==> src/rtl/sram_pkg.sv <==
// Shared definitions for the SRAM command-port initiator: mosi field layout,
// widths, FSM state type and a mosi packing helper.
package sram_pkg;
   localparam int unsigned MOSI_W      = 36;
   localparam int unsigned HW_W        = 16;
   localparam int unsigned WORD_W      = 32;
   localparam int unsigned WORD_ADDR_W = 18;
   localparam int unsigned RW_BIT      = 35;
   localparam int unsigned DATA_MSB    = 34;
   localparam int unsigned DATA_LSB    = 19;
   localparam int unsigned ADDR_MSB    = 18;
   localparam int unsigned ADDR_LSB    = 0;

   typedef enum logic [2:0] {IDLE, SETUP, ACCESS, HOLD, DONE} state_t;

   function automatic logic [MOSI_W-1:0] pack_mosi(input logic rw,
                                                   input logic [HW_W-1:0] data,
                                                   input logic [ADDR_MSB:ADDR_LSB] addr);
      return {rw, data, addr};
   endfunction
endpackage

==> src/rtl/sram_master_if.sv <==
// CPU-side request/response bus plus the SRAM command port, bundled for sram_master.
interface sram_master_if;
   import sram_pkg::*;

   logic                   cpu_req;
   logic                   cpu_we;
   logic [WORD_ADDR_W-1:0] cpu_addr;
   logic [WORD_W-1:0]      cpu_wdata;
   logic                   cpu_ready;
   logic                   cpu_ack;
   logic [WORD_W-1:0]      cpu_rdata;
   logic                   cs_n;
   logic [MOSI_W-1:0]      mosi;
   logic [HW_W-1:0]        miso;

   modport master (
      input  cpu_req, cpu_we, cpu_addr, cpu_wdata, miso,
      output cpu_ready, cpu_ack, cpu_rdata, cs_n, mosi
   );

   modport slave (
      output cpu_req, cpu_we, cpu_addr, cpu_wdata, miso,
      input  cpu_ready, cpu_ack, cpu_rdata, cs_n, mosi
   );
endinterface

==> src/rtl/sram_master.sv <==
// Splits 32-bit CPU word accesses into two 16-bit SRAM accesses (low half first)
// with setup / access / hold phasing and a one-cycle completion pulse.
module sram_master
   import sram_pkg::*;
#(
   parameter int unsigned WAIT_CYCLES = 2
) (
   input  logic          sck,
   input  logic          rst,
   sram_master_if.master bus
);
   localparam int unsigned      CNT_W    = $clog2(WAIT_CYCLES + 1);
   localparam logic [CNT_W-1:0] CNT_LAST = CNT_W'(WAIT_CYCLES - 1);

   state_t                 state, state_next;
   logic [CNT_W-1:0]       cnt;
   logic                   half;
   logic                   we_q;
   logic [WORD_ADDR_W-1:0] addr_q;
   logic [HW_W-1:0]        wdata_hi_q;
   logic                   access_last;

   assign access_last   = (cnt == CNT_LAST);
   assign bus.cpu_ready = (state == IDLE);

   always_comb begin
      state_next = state;
      case (state)
         IDLE:    if (bus.cpu_req) state_next = SETUP;
         SETUP:   state_next = ACCESS;
         ACCESS:  if (access_last) state_next = HOLD;
         HOLD:    state_next = half ? DONE : SETUP;
         DONE:    state_next = IDLE;
         default: state_next = IDLE;
      endcase
   end

   // cs_n and cpu_ack are registered from the next state so they line up
   // exactly with the state they belong to.
   always_ff @(posedge sck or posedge rst) begin
      if (rst) begin
         state         <= IDLE;
         cnt           <= '0;
         half          <= 1'b0;
         we_q          <= 1'b0;
         addr_q        <= '0;
         wdata_hi_q    <= '0;
         bus.cs_n      <= 1'b1;
         bus.mosi      <= '0;
         bus.cpu_ack   <= 1'b0;
         bus.cpu_rdata <= '0;
      end else begin
         state       <= state_next;
         bus.cs_n    <= (state_next != ACCESS);
         bus.cpu_ack <= (state_next == DONE);
         case (state)
            IDLE: begin
               if (bus.cpu_req) begin
                  we_q       <= bus.cpu_we;
                  addr_q     <= bus.cpu_addr;
                  wdata_hi_q <= bus.cpu_wdata[WORD_W-1:HW_W];
                  half       <= 1'b0;
                  cnt        <= '0;
                  bus.mosi   <= pack_mosi(bus.cpu_we, bus.cpu_wdata[HW_W-1:0],
                                          {bus.cpu_addr, 1'b0});
               end
            end
            ACCESS: begin
               if (access_last) begin
                  cnt <= '0;
                  if (!we_q) begin
                     if (half) bus.cpu_rdata[WORD_W-1:HW_W] <= bus.miso;
                     else      bus.cpu_rdata[HW_W-1:0]      <= bus.miso;
                  end
               end else begin
                  cnt <= cnt + 1'b1;
               end
            end
            HOLD: begin
               if (!half) begin
                  half     <= 1'b1;
                  bus.mosi <= pack_mosi(we_q, wdata_hi_q, {addr_q, 1'b1});
               end else begin
                  bus.mosi[RW_BIT] <= 1'b0;
               end
            end
            default: ;
         endcase
      end
   end
endmodule

==> src/flat_wrapper.sv <==
// flat-port wrapper written by rule: the top's interface ports become plain ports
module sram_master_flat import sram_pkg::*;
#(
   parameter int unsigned WAIT_CYCLES = 2
)
  (sck, rst, bus_cpu_req, bus_cpu_we, bus_cpu_addr, bus_cpu_wdata, bus_miso, bus_cpu_ready, bus_cpu_ack, bus_cpu_rdata, bus_cs_n, bus_mosi);
  sram_master_if bus_i ();
  input  logic sck;
  input  logic rst;
  input wire logic [$bits(bus_i.cpu_req)-1:0] bus_cpu_req;
  input wire logic [$bits(bus_i.cpu_we)-1:0] bus_cpu_we;
  input wire logic [$bits(bus_i.cpu_addr)-1:0] bus_cpu_addr;
  input wire logic [$bits(bus_i.cpu_wdata)-1:0] bus_cpu_wdata;
  input wire logic [$bits(bus_i.miso)-1:0] bus_miso;
  output wire logic [$bits(bus_i.cpu_ready)-1:0] bus_cpu_ready;
  output wire logic [$bits(bus_i.cpu_ack)-1:0] bus_cpu_ack;
  output wire logic [$bits(bus_i.cpu_rdata)-1:0] bus_cpu_rdata;
  output wire logic [$bits(bus_i.cs_n)-1:0] bus_cs_n;
  output wire logic [$bits(bus_i.mosi)-1:0] bus_mosi;
  assign bus_i.cpu_req = bus_cpu_req;
  assign bus_i.cpu_we = bus_cpu_we;
  assign bus_i.cpu_addr = bus_cpu_addr;
  assign bus_i.cpu_wdata = bus_cpu_wdata;
  assign bus_i.miso = bus_miso;
  assign bus_cpu_ready = bus_i.cpu_ready;
  assign bus_cpu_ack = bus_i.cpu_ack;
  assign bus_cpu_rdata = bus_i.cpu_rdata;
  assign bus_cs_n = bus_i.cs_n;
  assign bus_mosi = bus_i.mosi;
  sram_master #(.WAIT_CYCLES(WAIT_CYCLES)) u_core (.sck(sck), .rst(rst), .bus(bus_i));
endmodule
==> config.mk <==
export PLATFORM = sky130hd
export DESIGN_NAME = sram_master_flat
export DESIGN_NICKNAME = d
export VERILOG_FILES = /design/src/rtl/sram_pkg.sv /design/src/rtl/sram_master_if.sv /design/src/rtl/sram_master.sv /design/src/flat_wrapper.sv
export SDC_FILE = /design/constraint.sdc
export NUM_CORES = 1
export LEC_CHECK = 0
export CAP_MARGIN = 20
export CORE_MARGIN = 2
export CORE_UTILIZATION = 35
export CTS_CLUSTER_DIAMETER = 60
export CTS_CLUSTER_SIZE = 25
export DETAILED_ROUTE_END_ITERATION = 8
export GPL_TIMING_DRIVEN = 0
export MAX_ROUTING_LAYER = met4
export PLACE_DENSITY_LB_ADDON = 0.25
export SLEW_MARGIN = 20
export SYNTH_ARGS = -nofsm -noshare
export SYNTH_HDL_FRONTEND = slang
export SYNTH_SLANG_ARGS = --single-unit
==> constraint.sdc <==
create_clock -name sck -period 4.9 [get_ports sck]
set_input_delay 0.49 -clock sck [delete_from_list [all_inputs] [get_ports sck]]
set_output_delay 0.49 -clock sck [all_outputs]
set_load 0.01 [all_outputs]
# After elaboration in Yosys (flattened, before gate mapping)
# Cells that the tools add are included.
totals:
  regBits: 111
  wordCells: 45
  output_inout_bits: 71
  input_bits: 70
op_classes:
  eq_ne: 8
  n_addsub: 1
  reduce_logical: 9
  n_mux: 13
  n_bitwise: 2
op_table:
  columns: ["cell", "count"]
  rows:
  - ["36-bit case mux with 2 select lines", 1]
  - ["36-bit 2-to-1 mux", 1]
  - ["35-bit 2-to-1 mux", 1]
  - ["3-bit case mux with 4 select lines", 1]
  - ["3-bit 2-to-1 mux", 3]
  - ["4-bit AND reduction", 2]
  - ["3-bit by 2-bit == test with 1-bit output, second input constant", 2]
  - ["2-bit AND reduction", 3]
  - ["2-bit 2-to-1 mux", 2]
  - ["2-bit != test, second input constant", 2]
  - ["2-bit case mux with 2 select lines", 1]
  - ["2-bit nonzero test", 2]
  - ["3-bit by 1-bit == test with 1-bit output, second input constant", 1]
  - ["3-bit == test, second input constant", 1]
  - ["3-bit zero test", 1]
  - ["3-bit by 2-bit != test with 1-bit output, second input constant", 1]
  - ["3-bit AND reduction", 1]
  - ["2-bit by 1-bit adder with 2-bit output, second input constant", 1]
  - ["2-bit by 1-bit == test with 1-bit output, second input constant", 1]
  - ["1-bit 2-to-1 mux", 2]
  - ["1-bit inverter", 2]
  - ["1-bit case mux with 2 select lines", 1]

# Longest topological paths before layout
# Gate-level depths: netlist of the first run.
logic_depth:
  ltp_word: 4
  ltp_mapped: 6
  depth_no_buf: 3

# Worst setup path after synthesis of the first run
# OpenSTA, ideal clock, no wires.
synth_timing:
  kind: "reg2reg"
  start: "reg u_core.state[0]"
  end: "reg u_core.bus.mosi[10]"
  arrival_time_ns: 1.656
  synth_period_minus_slack_ns: 1.782
  path_buffers: 2
  t_required_ns: 4.775
  stages_incl_launch_ff: 6
  setup_time_ns: 0.125
  setup_slack_ns: 3.118
  path_cell_list: "dfrtp_1 > buf_6 > or3b_4 > a21oi_4 > buf_8 > mux2_4"
synth_between:
  elab_chain_len: 3
  word_cells_on_any_way: 7
  cone_classes: "eq/ne (3); mux (1); reduce/logical (3)"
synth_lines:
  columns: ["item", "line_no", "rtl"]
  rows:
  - ["start, declared", "sram_master.sv:15", "state_t state, state_next;"]
  - ["start signal, assigned", "sram_master.sv:53", "state <= state_next;"]
  - ["3-bit by 2-bit == test with 1-bit output or 3-bit zero test (tied branches)", "sram_master.sv:56", "case (state)"]
  - ["2-bit != test (no source line) or 2-bit nonzero test (tied branches)", null, null]
  - ["3-bit AND reduction (no source line)", null, null]
  - ["end signal, assigned", "sram_master.sv:64", "bus.mosi <= pack_mosi(bus.cpu_we, bus.cpu_wdata[HW_W-1:0],"]
  - ["end signal, assigned", "sram_master.sv:82", "bus.mosi <= pack_mosi(we_q, wdata_hi_q, {addr_q, 1'b1});"]
  - ["end, declared", "sram_master_if.sv:18", "output cpu_ready, cpu_ack, cpu_rdata, cs_n, mosi"]
# Parallel ways exist; a longest one is shown, timed or not.
# A chain may end at the register's enable or synchronous reset.

# Worst setup path in the final report of the first run
layout_timing:
  start: "in bus_cpu_req"
  end: "reg u_core.bus.mosi[9]"
layout_between:
  elab_chain_len: 2
layout_lines:
  columns: ["item", "line_no", "rtl"]
  rows:
  - ["start, declared", "flat_wrapper.sv:10", "input wire logic [$bits(bus_i.cpu_req)-1:0] bus_cpu_req;"]
  - ["2-bit != test (no source line)", null, null]
  - ["3-bit AND reduction (no source line)", null, null]
# No other way between the ends.

==> results_dict.tcl, run 1 <==
set metrics [dict create \
    synthTopCellsByArea "dfrtp_1, mux2_2, nand2_1, mux2_4, buf_6" \
    synth_cells 369 \
    end_kind "register" \
    yosysTopAreaCell "dfrtp_1" \
    cts_hold_buf 0 \
    hold_violations 0 \
    ys_seq_area_share_pct 58.2 \
    place.gp.congestion 0.756 \
    worst_path_max_delay_cell "clkdlybuf4s50_1" \
    finalNetCount 591 \
    clkPwrFrac_pct 17.6 \
    cts-root-buf "clkbuf_16" \
    fin_skew_ns 0.00696 \
    relSlewSlack_pct 54.5 \
    hp-start "u_core.wdata_hi_q[8]" \
    numCtsBuffers 9 \
    grt_max_degree 59 \
    avgSynthCellArea_um2 12.9 \
    die_w_um 121 \
    drtIter0Drc 106 \
    die_y_um 121 \
    wl_per_cell_um 15.7 \
    critPathLaunchType "input port" \
    p_per_area_mw_per_mm2 655 \
    io_buffers 140 \
    ys.warnings.count 0 \
    ctsResizeCount 0 \
    ys_ff_latch 111 \
    drt_first_pass_iters 4 \
    synth_top_family_by_area "multiplexers" \
    timing.critical_path.buf_inv 2 \
    muxShareOfSynthArea_pct 25.6 \
    cts_buffer_depth 2 \
    stdcell_area_mm2 0.00676 \
    status "complete, no violations" \
    worst_hold_slack_ns 0.474 \
    switching_share_pct 31.0 \
    worstPathArrival_ns 2.39 \
    crit_family "buffers and inverters" \
    cts.sinks 111 \
    overflow 0 \
    crit_chain "clkdlybuf4s50_1 > or3b_4 > a21oi_4 > buf_8 > mux2_2" \
    hpwl_mm 7.73 \
    placed_cell_area_mm2 0.00643 \
    wl_mm 11.0 \
    tightest_slew_ns 0.680 \
    fin_crit_ns 2.16 \
    drc 0 \
    synth.net_count 439 \
    grt_antenna_before_repair 0 \
    grt_pass1_wl_mm 18.0 \
    synth-compound-area-share_pct 1.62 \
    comb_power_share_pct 46.0 \
    worstPathMaxFanout 10 \
    area_growth_pct 41.5 \
    synth_cell_type_count 31 \
    clk_pin_slew_ns 0.07 \
    routed_via_density 4.66 \
    reg2reg_from "u_core.state[1]" \
    synth-simple-area-share_pct 11.4 \
    r2r_cells 5 \
    cpPeakStageDelay_ns 0.55 \
    h-tree-depth 3 \
    die_area_mm2 0.0146 \
    grt_pass1_vias 3449 \
    power_frac_seq_pct 36.4 \
    cts_tree "done" \
    ir_worst_vdd_v 0.000236 \
    synthAdderAreaFrac_pct 0 \
    rows 42 \
    timing.rr.end "u_core.bus.mosi[16]" \
    ant_nets 0 \
    rsz0062_at_grt "no" \
    clock_latency_ns 0.35 \
    syn_area_mm2 0.00478 \
    fmax_ghz 0.462 \
    hold_path_class "reg -> reg" \
    r2r_slack_ns 2.92 \
    drive_gt1_share_pct 26.2 \
    yosysTopAreaCellShare_pct 57.6 \
    vias 3273 \
    core_area_mm2 0.0133 \
    antenna_cells 0 \
    ioPinCount 141 \
    track_usage_pct 16.5 \
    setup_viol 0 \
    initial_core_util_pct 35.9 \
    p_int_mw 3.05 \
    min_to "u_core.wdata_hi_q[8]" \
    min_path_cells 2 \
    required_ns 5.13 \
    crit_type "in -> reg" \
    p_leak_nw 3.02 \
    cts_setup_buffers 0 \
    switching_power_mw 1.37 \
    synth_xor_area_share_pct 0 \
    max_cap_viol_count 0 \
    finalCritPeriodShare_pct 44.2 \
    final-max-slew-violation-count 0 \
]
==> cells in the mapped netlist <==
library cell	number
a21boi_0	1
a21o_1	1
a21oi_1	2
a21oi_4	1
and4bb_2	1
buf_2	4
buf_4	1
buf_6	4
buf_8	3
clkbuf_1	8
dfrtp_1	110
dfstp_2	1
inv_1	2
mux2_2	81
mux2_4	20
mux2i_1	1
nand2_1	106
nand2b_1	3
nand3b_1	2
nand4b_2	1
nor2_1	4
nor2b_1	1
nor3_1	1
nor3b_2	1
nor4b_4	1
o211ai_1	1
o21a_1	1
o21ai_0	3
o22ai_1	1
or3b_4	1
or4b_1	1
==> metal layers <==
layer	vias to the layer above	global-route usage [%]	share of wire, %
li1	1544	-	-
met1	1643	21.2	44
met2	70	25.9	50
met3	16	2.92	4.4
met4	0	6.69	2.1
met5	-	-	0
==> how the worst max path moves through the flow <==
stage                      startpoint                  end  cells past startpoint
final                     bus_cpu_req   u_core.bus.mosi[9]                      5
after global routing      bus_cpu_req  u_core.bus.mosi[17]                      5
after CTS                 bus_cpu_req   u_core.bus.mosi[4]                      5
after detailed placement  bus_cpu_req   u_core.bus.mosi[4]                      5
after global placement            rst  u_core.bus.mosi[25]                      2
after floorplan                   rst     u_core.addr_q[0]                      1
==> metrics by stage <==
step,power (mW),cells,worst slack (ns),utilization (%),TNS [ns]
floorplan,2.76,369,1.48,-,0
global placement,3.62,685,-0.164,48.1,-16.92
detailed placement,3.69,686,2.35,48.4,0
CTS,4.49,702,2.71,50.8,0
global route,4.73,702,2.65,50.8,0
finish,4.43,702,2.74,50.8,0
==> tightest hold or removal path, delay by kind of cell (launching register included) <==
family           cells  cell delay [ns]
flip-flops           1             0.34
AND/OR/NAND/NOR      2             0.10
==> placed cells by master, fill, tap and decap left out, types with 2 or more instances in the layout <==
cell type / netlist / layout
a21oi_1: 2 / 2
buf_2: 4 / 4
buf_6: 4 / 4
buf_8: 3 / 3
clkbuf_1: 8 / 8
clkbuf_16: 0 / 9
clkbuf_8: 0 / 5
clkdlybuf4s50_1: 0 / 140
dfrtp_1: 110 / 110
mux2_2: 81 / 81
mux2_4: 20 / 20
nand2_1: 106 / 106
nand2b_1: 3 / 3
nand3b_1: 2 / 2
nor2_1: 4 / 4
o21ai_0: 3 / 3
==> sequential cells by signal, indices dropped and copies added (netlist names) <==
name                  count
u_core.addr_q            18
u_core.bus.cpu_ack        1
u_core.bus.cpu_rdata     32
u_core.bus.cs_n           1
u_core.bus.mosi          36
u_core.cnt                2
u_core.half               1
u_core.state              3
u_core.wdata_hi_q        16
u_core.we_q               1
==> power groups by stage <==
stage	clock [mW]	sequential [mW]	combinational, mW
after global routing	0.850	1.67	2.21
after global placement	0	1.60	2.02
after detailed placement	0	1.63	2.06
final	0.779	1.61	2.04
after CTS	0.807	1.62	2.07
after floorplan	0	1.73	1.03
==> logic make-up (layout without fill, tap and decap cells) <==
| logic type | after synthesis | in the layout |
|---|---|---|
| mux | 102 | 102 |
| simple gates | 123 | 123 |
| buf+inv | 22 | 179 |
| compound gates | 11 | 11 |
| flops | 111 | 111 |
==> cell type report <==
type | instances | area [µm²]
Buffer | 20 | 148
Clock buffer | 14 | 294
Clock inverter | 2 | 35.0
Fill cell | 1155 | 6540
Inverter | 2 | 12.5
Multi-Input combinational cell | 236 | 1840
Sequential cell | 111 | 2780
Tap cell | 176 | 220
Timing Repair Buffer | 141 | 1430
No activity file was read; power rests on OpenSTA's default activity.
==> run 2: changes to the inputs <==
- clock period: 4.9 -> 2.21 ns (I/O delays scaled with it)
==> run 2 against run 1 <==
Hold slack got worse by 0.21 ns. Via count is 1.8% lower. Worst setup slack lost 2.5 ns. Critical endpoint is now u_core.bus.mosi[18]. Non-clock buffer count increased by 2. Routed wire length decreased by 0.11%. Utilization fell by 0.30 points. Critical path depth is the same. Clock power rose by 86%. Power increased by 120%. Sequential cell count did not move. Global-route usage shrank 0.28 points.
==> results_dict.tcl, run 2 (same netlist as run 1, synthesis figures left out) <==
set metrics [dict create \
    numCtsBuffers 9 \
    timing.rr.end "u_core.bus.mosi[18]" \
    relSlewSlack_pct 56.5 \
    cts_buffer_depth 2 \
    critPathCapture "u_core.bus.mosi[18]" \
    r2r_cells 5 \
    die_area_mm2 0.0146 \
    overflow 0 \
    switching_share_pct 31.7 \
    tightest_slew_ns 0.649 \
    h-tree-depth 3 \
    ir_worst_vdd_v 0.000698 \
    area_growth_pct 40.7 \
    power_frac_seq_pct 37.5 \
    grt_pass1_wl_mm 17.8 \
    die_w_um 121 \
    drtIter0Drc 106 \
    drc 0 \
    end_kind "register" \
    reg_top3 "u_core.bus.mosi: 36 flops, u_core.bus.cpu_rdata: 32 flops, u_core.addr_q: 18 flops" \
    layout_common_cells "clkdlybuf4s50_1, dfrtp_1, nand2_1" \
    clock_latency_ns 0.34 \
    io_buffers 140 \
    comb_power_share_pct 47.2 \
    p_leak_nw 3.00 \
    die_y_um 121 \
    final.fill_count 1158 \
    startpoint "u_core.state[1]" \
    largest_register_ffs 36 \
    core_area_mm2 0.0133 \
    hpwl_mm 7.96 \
    grt_util_met1_pct 19.7 \
    antenna_cells 0 \
    switching_power_mw 3.02 \
    worstPathMaxFanout 10 \
    ioPinCount 141 \
    grtUsageMet2_pct 26.9 \
    p_int_mw 6.50 \
    max_cap_viol_count 0 \
    worst_hold_slack_ns 0.260 \
    wl_mm 11.0 \
    r2r_slack_ns 0.23 \
    fmax_ghz 0.505 \
    critPathLaunchType "register" \
    reg2reg_from "u_core.state[1]" \
    regMostFlops "u_core.bus.mosi" \
    cts_setup_buffers 0 \
    status "complete, no violations" \
    fin_util_pct 50.5 \
    ant_nets 0 \
    cts_hold_buf 0 \
    drive_gt1_share_pct 26.1 \
    place.gp.congestion 0.782 \
    drt_first_pass_iters 4 \
    worstPathArrival_ns 2.21 \
    fin_crit_ns 1.98 \
    required_ns 2.44 \
    finalCritPeriodShare_pct 89.5 \
    dp_slack_ns -0.0554 \
    clkPwrFrac_pct 15.3 \
    p_per_area_mw_per_mm2 1420 \
    finalNetCount 593 \
    final_common_cell "clkdlybuf4s50_1" \
    grt_max_degree 33 \
    grt_busiest_layer "met2" \
    met3_usage_pct 4.62 \
    initial_core_util_pct 35.9 \
    cts.sinks 111 \
    final-max-slew-violation-count 0 \
    vias 3215 \
    setup_slack_ns 0.231 \
    cts-root-buf "clkbuf_16" \
    hold_path_class "in -> async" \
    rows 42 \
    crit_type "reg -> reg" \
    track_usage_pct 16.2 \
    grt_antenna_before_repair 0 \
    setup_viol 0 \
    wl_per_cell_um 15.6 \
    clk_pin_slew_ns 0.07 \
    hold_violations 0 \
    finalPower_mw 9.52 \
    rsz0062_at_grt "no" \
    routed_via_density 4.57 \
    cts_tree "done" \
    grt_pass1_vias 3411 \
    fin_skew_ns 0.00613 \
    ctsResizeCount 0 \
]
## run 2: cell types whose count changed in the layout (fill, tap and decap cells not counted)
cell / before / now
buf_12: 0 / 3
buf_16: 1 / 0
bufinv_16: 1 / 0
clkbuf_1: 8 / 10
clkbuf_8: 5 / 0
clkinv_2: 1 / 5
clkinvlp_4: 0 / 1
inv_6: 1 / 0
## run 2: cell type report
type,count,area (µm²),share of cell area [%]
buffer,20,148,2.20
clock buffer,11,233,3.46
clock inverter,5,25.0,0.372
inverter,2,11.3,0.168
multi-input combinational,236,1840,27.4
sequential,111,2780,41.4
tap,176,220,3.28
timing repair buffer,143,1460,21.7
## run 2: worst min path at each step
stage                                startpoint                    end  slack (ns)  depth (start not counted)
final                                       rst  u_core.wdata_hi_q[13]        0.26                          2
after floorplan                 bus_cpu_addr[0]       u_core.addr_q[0]        0.33                          2
after detailed placement   u_core.wdata_hi_q[3]   u_core.wdata_hi_q[3]        0.46                          2
after global routing                        rst  u_core.wdata_hi_q[13]        0.27                          2
after global placement    u_core.wdata_hi_q[15]  u_core.wdata_hi_q[15]        0.45                          2
after CTS                                   rst    u_core.bus.mosi[31]        0.26                          2
## run 2: critical path, stage by stage (launching register included)
cell	delay [ns]
dfrtp_1	0.39
buf_6	0.14
nand3b_1	0.15
clkbuf_1	0.52
mux2_2	0.41
mux2_4	0.26
## run 2: stage by stage
stage / TNS (ns) / instances / cell area [µm²]
floorplan: 0 / 369 / 4780
global placement: -53.38 / 685 / 6400
detailed placement: -1.30 / 688 / 6460
CTS: 0 / 704 / 6720
global route: 0 / 704 / 6720
finish: 0 / 704 / 6720
## run 2: power groups by stage
stage / clock [mW] / combinational, mW / sequential [mW]
6_report: 1.45 / 4.49 / 3.57
5_1_grt: 1.60 / 4.86 / 3.71
4_1_cts: 1.52 / 4.58 / 3.58
3_5_place_dp: 0 / 4.57 / 3.61
3_3_place_gp: 0 / 4.48 / 3.55
2_1_floorplan: 0 / 2.29 / 3.83
## run 2: routing by layer
layer	share of wire, %	vias up
li1	-	1543
met1	44	1596
met2	51	70
met3	4.0	6
met4	0.94	0
met5	0	-
==> run 3: changes to the inputs <==
- CTS_CLUSTER_SIZE: 25 -> 10
- REMOVE_ABC_BUFFERS: unset -> 1
==> run 3 against run 2 <==
Sequential cell count did not move. Die area unchanged. Register-to-register slack worse by 0.08 ns. Via count grew 0.68%. First-iteration DRC count rose by 40%. Count of clock-buffer cells in the layout grew 4. Sequential power increased by 1%. Non-clock buffer count is 10 lower. Global-route usage grew 0.47 points. Sequential share of layout area is essentially flat. Largest power group unchanged.
==> results_dict.tcl, run 3 (same netlist as run 1, synthesis figures left out) <==
set metrics [dict create \
    status "complete, no violations" \
    ctsResizeCount 0 \
    crit_chain "nor3b_2 > nand4b_2 > mux2_2" \
    grt_util_met1_pct 20.7 \
    critPathLaunchType "register" \
    layout_common_cells "clkdlybuf4s50_1, dfrtp_1, nand2_1" \
    area_growth_pct 40.7 \
    h-tree-depth 3 \
    wl_per_cell_um 16.2 \
    ant_nets 0 \
    critPathCapture "u_core.bus.cpu_rdata[27]" \
    drtIter0Drc 148 \
    cts_hold_buf 0 \
    stdcell_area_mm2 0.00672 \
    routed_via_density 4.66 \
    r2r_cells 3 \
    required_ns 2.43 \
    fin_util_pct 50.6 \
    rsz0062_at_grt "no" \
    grt_antenna_before_repair 0 \
    final_common_cell "clkdlybuf4s50_1" \
    initial_core_util_pct 35.9 \
    drt_first_pass_iters 4 \
    die_w_um 121 \
    fin_crit_ns 2.06 \
    finalNetCount 583 \
    p_per_area_mw_per_mm2 1440 \
    setup_viol 0 \
    io_buffers 140 \
    finalCritPeriodShare_pct 93.2 \
    worst_path_max_delay_cell "dfrtp_1" \
    ir_worst_vdd_v 0.000587 \
    die_area_mm2 0.0146 \
    hold_path_class "in -> async" \
    hpwl_mm 7.95 \
    vias 3237 \
    worst_hold_slack_ns 0.246 \
    cts_setup_buffers 3 \
    cts_buffer_depth 2 \
    place.gp.congestion 0.711 \
    crit_type "reg -> reg" \
    grtUsageMet2_pct 27.2 \
    core_area_mm2 0.0133 \
    placed_cell_area_mm2 0.00644 \
    cts-root-buf "clkbuf_16" \
    regMostFlops "u_core.bus.mosi" \
    hold_violations 0 \
    timing.rr.end "u_core.bus.cpu_rdata[27]" \
    met3_usage_pct 2.59 \
    track_usage_pct 16.7 \
    grt_max_degree 76 \
    end_kind "register" \
    p_leak_nw 3.00 \
    drc 0 \
    worstPathArrival_ns 2.28 \
    cts_tree "done" \
    reg_top3 "u_core.bus.mosi: 36 flops, u_core.bus.cpu_rdata: 32 flops, u_core.addr_q: 18 flops" \
    reg2reg_from "u_core.state[1]" \
    fmax_ghz 0.486 \
    drive_gt1_share_pct 25.9 \
    relSlewSlack_pct 57.2 \
    fin_skew_ns 0.00558 \
    final.fill_count 1175 \
    grt_pass1_vias 3525 \
    final-max-slew-violation-count 0 \
    clk_pin_slew_ns 0.07 \
    overflow 0 \
    wl_mm 11.2 \
    cts.sinks 111 \
    largest_register_ffs 36 \
    cpPeakStageDelay_ns 0.55 \
    grt_busiest_layer "met2" \
    startpoint "u_core.state[1]" \
    numCtsBuffers 9 \
    worstPathMaxFanout 16 \
    antenna_cells 0 \
    r2r_slack_ns 0.15 \
    tightest_slew_ns 0.639 \
    ioPinCount 141 \
    die_y_um 121 \
    grt_pass1_wl_mm 18.3 \
    rows 42 \
    max_cap_viol_count 0 \
    clock_latency_ns 0.34 \
]
## run 3: report_power, final
group	switching [mW]	leakage [nW]	internal (mW)
combinational	1.79	1.53	2.77
sequential	0.576	1.34	3.05
clock	0.703	0.128	0.799
total	3.06	3.00	6.62
## run 3: critical path: cells and delay by family (launching register included)
family	cells	cell delay [ns]
DFF	1	0.55
and+or+nand+nor	2	0.90
muxes	1	0.48
## run 3: how the worst min path moves through the flow
stage,endpoint,slack (ns)
floorplan,u_core.addr_q[0],0.33
global placement,u_core.wdata_hi_q[0],0.45
detailed placement,u_core.wdata_hi_q[13],0.46
CTS,u_core.bus.cpu_rdata[26],0.25
global route,u_core.bus.cpu_rdata[31],0.27
finish,u_core.bus.cpu_rdata[26],0.25
## run 3: through the flow
stage / total power [mW] / setup WS [ns] / TNS, ns / std cells
floorplan: 5.94 / -0.940 / -111.55 / 349
global placement: 7.91 / -2.57 / -348.84 / 665
detailed placement: 8.23 / -0.443 / -8.33 / 675
CTS: 9.82 / 0.118 / 0 / 694
global route: 10.3 / 0.0170 / 0 / 694
finish: 9.68 / 0.151 / 0 / 694
## run 3: area by class of cell
class                      count  area, µm²  share of cell area, %
inverter                       2       12.5                  0.186
clock buffer                  15        258                   3.83
tap                          176        220                   3.28
clock inverter                 1       5.00                 0.0744
sequential                   111       2780                   41.3
timing repair buffer         153       1610                   23.9
multi-input combinational    236       1840                   27.4
## run 3: routing by layer
metal	routed length [µm]	part of all wire, %
met2	5620	50
met3	378	3.4
met5	0	0
met4	253	2.3
met1	4970	44
